`config.mk`:
```
export PLATFORM = sky130hd
export DESIGN_NAME = pipe_stall_ctrl
export DESIGN_NICKNAME = d
export VERILOG_FILES = /design/src/rtl/pipe_stall_ctrl.sv
export SDC_FILE = /design/constraint.sdc
export NUM_CORES = 1
export LEC_CHECK = 0
export BUFFER_PORTS_ARGS = -buffer_cell sky130_fd_sc_hd__buf_2
export CAP_MARGIN = 10
export CELL_PAD_IN_SITES_DETAIL_PLACEMENT = 1
export CELL_PAD_IN_SITES_GLOBAL_PLACEMENT = 2
export CORE_MARGIN = 8
export CORE_UTILIZATION = 20
export DETAILED_ROUTE_END_ITERATION = 6
export GPL_TIMING_DRIVEN = 0
export PLACE_DENSITY_LB_ADDON = 0.1
export SETUP_SLACK_MARGIN = 0.1
export SLEW_MARGIN = 30
export SYNTH_ARGS = -nofsm -noshare
export SYNTH_HDL_FRONTEND = slang
export SYNTH_SLANG_ARGS = --single-unit
```
`constraint.sdc`:
```
create_clock -name clk -period 4.1 [get_ports clk]
set_input_delay 0.82 -clock clk [delete_from_list [all_inputs] [get_ports clk]]
set_output_delay 0.82 -clock clk [all_outputs]
set_load 0.005 [all_outputs]
```
`src/rtl/pipe_stall_ctrl.sv`:
```
// Stall/flush controller for the 6-stage core: merges ID/EX/memory stall requests,
// sequences memory waits with timeout and deferred flush. Optional counters: STALL_PERF_EN.
module pipe_stall_ctrl #(
  parameter int TIMEOUT = 16,
  parameter int TO_W    = 5,
  parameter int CNT_W   = 32
) (
  input  logic             clk,
  input  logic             rst_n,
  input  logic             stallreq_id,
  input  logic             stallreq_ex,
  input  logic             mem_req,
  input  logic             mem_ack,
  input  logic             flush_req,
  output logic [5:0]       stall,
  output logic             flush,
  output logic             mem_timeout,
  output logic [CNT_W-1:0] stall_cycles,
  output logic [CNT_W-1:0] flush_count
);

  typedef enum logic {IDLE = 1'b0, WAIT = 1'b1} state_t;

  state_t          state_q, state_d;
  logic [TO_W-1:0] wait_cnt_q, wait_cnt_d;
  logic            flush_pending_q, flush_pending_d;

  logic            mem_stall;
  logic            flush_int;
  logic            timeout_int;
  logic [5:0]      stall_int;

  // Handshake: a memory access is complete in any cycle where mem_ack=1; no ready/valid
  // back-pressure beyond that. A memory stall this cycle turns flush_req into a deferred flush.
  always_comb begin
    state_d         = state_q;
    wait_cnt_d      = wait_cnt_q;
    flush_pending_d = flush_pending_q;
    mem_stall       = 1'b0;
    flush_int       = 1'b0;
    timeout_int     = 1'b0;
    stall_int       = 6'b000000;

    case (state_q)
      IDLE: begin
        if (flush_pending_q) begin
          // Deferred flush dominates a new mem_req; that request is flushed away.
          flush_int       = 1'b1;
          flush_pending_d = 1'b0;
        end else if (mem_req && !mem_ack) begin
          mem_stall  = 1'b1;
          state_d    = WAIT;
          wait_cnt_d = TO_W'(1);
        end
      end
      WAIT: begin
        if (mem_ack) begin
          state_d    = IDLE;
          wait_cnt_d = '0;
        end else if (wait_cnt_q >= TO_W'(TIMEOUT)) begin
          timeout_int     = 1'b1;
          flush_int       = 1'b1;
          flush_pending_d = 1'b0;
          state_d         = IDLE;
          wait_cnt_d      = '0;
        end else begin
          mem_stall  = 1'b1;
          wait_cnt_d = wait_cnt_q + TO_W'(1);
        end
      end
      default: begin
        state_d    = IDLE;
        wait_cnt_d = '0;
      end
    endcase

    if (mem_stall) begin
      stall_int = 6'b011111;
      if (flush_req) flush_pending_d = 1'b1;
    end else if (flush_req) begin
      flush_int       = 1'b1;
      flush_pending_d = 1'b0;
    end else if (!flush_int) begin
      if (stallreq_ex)      stall_int = 6'b001111;
      else if (stallreq_id) stall_int = 6'b000111;
    end
  end

  assign stall       = rst_n ? stall_int   : 6'b000000;
  assign flush       = rst_n ? flush_int   : 1'b0;
  assign mem_timeout = rst_n ? timeout_int : 1'b0;

  always_ff @(posedge clk) begin
    if (!rst_n) begin
      state_q         <= IDLE;
      wait_cnt_q      <= '0;
      flush_pending_q <= 1'b0;
    end else begin
      state_q         <= state_d;
      wait_cnt_q      <= wait_cnt_d;
      flush_pending_q <= flush_pending_d;
    end
  end

`ifdef STALL_PERF_EN
  logic [CNT_W-1:0] stall_cycles_q, flush_count_q;

  // Both counters saturate at all-ones.
  always_ff @(posedge clk) begin
    if (!rst_n) begin
      stall_cycles_q <= '0;
      flush_count_q  <= '0;
    end else begin
      if ((stall != 6'b000000) && (stall_cycles_q != '1))
        stall_cycles_q <= stall_cycles_q + CNT_W'(1);
      if (flush && (flush_count_q != '1))
        flush_count_q <= flush_count_q + CNT_W'(1);
    end
  end

  assign stall_cycles = stall_cycles_q;
  assign flush_count  = flush_count_q;
`else
  assign stall_cycles = '0;
  assign flush_count  = '0;
`endif

endmodule

```
==> flow_summary.ini <==
[outcome]
run_status = finished, final reports clean

[routing]
vias_per_cell = 3.233
wl_per_cell_um = 10.11
drc = 0
first_pass_iters = 2
routed_wl_um = 2557
vias = 818
postRouteAntennaNets = 0
drt_iter0_drc = 16

[sta]
fmax_ghz = 0.3514
tightest_slew_ns = 0.6592
whs_ns = 0.4655
rsz0062_at_grt = no
setup_tns_ns = 0
slew_violations = 0
finalSetupViolations = 0
clock_skew_ns = 0.0008779
final_hold_viol_count = 0
final_min_period_over_clock_period_pct = 69.41
max-slew-margin-rel_pct = 55.96
period_needed_ns = 2.846

[pwr]
pwr-share-seq_pct = 27.2
switchingPower_mw = 0.07351
clockPowerShare_pct = 36.7
combPwrFrac_pct = 36.1
power.internal_mw = 0.1924
ir_drop_mv = 0.1778
power.share.switching_pct = 27.65
power-per-cell-area_nw_per_um2 = 193.4
p_leak_nw = 0.8320

[floorplan]
pin_count = 79
die_w_um = 85.18
coreArea_um2 = 4661
die_area_um2 = 7256
num_rows = 25
dieHeight_um = 85.18
initial_core_util_pct = 20.54

[grt]
grt_use_total_pct = 6.994
antenna_found_initial = 0
globalRoute.totalOverflow = 0
grt_pass1_vias = 837
grt_pass1_wl_um = 4153
grt_max_degree = 11

[clocking]
cts_buffers = 3
cts_tree = built
clk_latency_ns = 0.23
clock_path_buffers = 2
htreeDepth = 1
clock_sinks = 7
clockRootBuffer = clkbuf_8
post_cts_resized = 0
cts_setup_buffers = 0
cts.hold.buffers_added = 0
clk_pin_slew_worst_paths_ns = 0.04

[finish]
diodes = 0
fill_cells = 609
ff_latch_area_um2 = 140.1
nets = 209
syn2layout_area_growth_pct = 43.66
drive_gt1_share_pct = 43.72
multi_input_area_um2 = 539.3

[setup_path]
crit_path_max_fanout = 4
cp-end-kind = primary output
cp-start-kind = input port
crit_required_ns = 3.28
cp.arrival_ns = 2.03
crit_type = input port to primary output

[synthesis]
synth_edf_count = 0
yosys-top-cells-area = buf_4 (53%), dfxtp_1 (15%), ha_1 (2.6%)
synth_area_per_cell_um2 = 8.112
synthArstFlopShare_pct = 0
syn_area_um2 = 957.2
ys_types = 30
ys_warn_count = 0
synthesis.instances = 118
synth_seq_cells = 7
yosys.area.top_type = buf_4
synth_top_area_share_pct = 52.55
ys_seq_area_share_pct = 14.64
synth-main-ff-cell = dfxtp_1

[placement]
place_hpwl_um = 2269
portBuffers = 13
gp_congestion = 0.6597

[job]
cap_violations = 0

[worst_hold_path]
hold_class = register to register
## synth_stat cells (all sizes together) (2+ instances only)
cell    count
a21oi       2
nand3       2
nor2b       2
nand2       3
inv         3
o21bai      2
a211oi      4
dfxtp       7
nor3b       3
a41o        2
nor3        2
nand2b      2
ha          2
o21a        2
buf        67
## path summary, 6_finish.rpt
kind,cells after the start,slack [ns],startpoint,endpoint
worst max-delay path,6,1.25,mem_req,stall[1]
worst min-delay path,1,0.47,wait_cnt_q[3],wait_cnt_q[3]
worst max register to register,3,2.72,flush_pending_q,wait_cnt_q[2]
worst min register to register,1,0.47,wait_cnt_q[3],wait_cnt_q[3]
## placed cells by master, fill, tap and decap left out, drive strengths merged, types with 2 or more instances in the layout
master	count
a211oi	4
a21oi	2
a41o	2
buf	80
clkbuf	5
conb	65
dfxtp	7
ha	2
inv	3
nand2	3
nand2b	2
nand3	2
nor2b	2
nor3	2
nor3b	3
o21a	2
o21bai	2
## critical path, cell delays in order
cell      delay (ns)
buf_2           0.10
or3b_4          0.39
a211oi_4        0.32
a41o_1          0.18
buf_4           0.11
buf_2           0.10
## registers in the layout, summed over array words and instances, names as in the netlist
signal	count
flush_pending_q	1
wait_cnt_q	5
state_q	1
## cells by family after synthesis
family                   count (synthesis)  synth area share [%]
buffers and inverters                   71                 54.12
AND/OR/NAND/NOR                         20                 13.20
AO/OA/AOI/OAI                           17                 15.03
flip-flops                               7                 14.64
adder cells (fa/ha/maj)                  2                 2.614
other                                    1                0.3918
## power groups by stage
stage                     Combinational (mW)  Clock (mW)  Sequential, mW
after floorplan                       0.0773           0          0.0729
after global placement                0.0900           0          0.0733
after detailed placement              0.0909           0          0.0735
after CTS                             0.0911       0.102          0.0723
after global routing                   0.109       0.106          0.0726
final                                 0.0960      0.0975          0.0724
## per-layer routing
layer / global-route usage (%) / vias up / routed length (um)
met4: 0.4854 / 0 / 0
met3: 4.537 / 0 / 335
met1: 6.855 / 349 / 1036
met5: 0 / - / 0
met2: 12.50 / 49 / 1185
li1: - / 420 / -
## area by class of cell
| class | instances | area share [%] |
|---|---|---|
| Sequential cell | 7 | 10.19 |
| Tap cell | 54 | 4.914 |
| Buffer | 68 | 36.85 |
| Multi-Input combinational cell | 104 | 39.22 |
| Inverter | 3 | 0.8189 |
| Clock buffer | 4 | 3.276 |
| Timing Repair Buffer | 13 | 4.732 |
## through the flow
step                total power, mW  cells  utilization [%]  cell area [um2]  setup slack (ns)
finish                       0.2659    253            29.50             1375             1.254
global route                 0.2875    253            29.50             1375             1.163
CTS                          0.2650    253            29.50             1375             1.220
detailed placement           0.1645    249            28.54             1330             1.225
global placement             0.1633    249            28.54             1330             1.257
floorplan                    0.1502    182                -             1197             1.494
No activity file was read; power rests on OpenSTA's default activity.
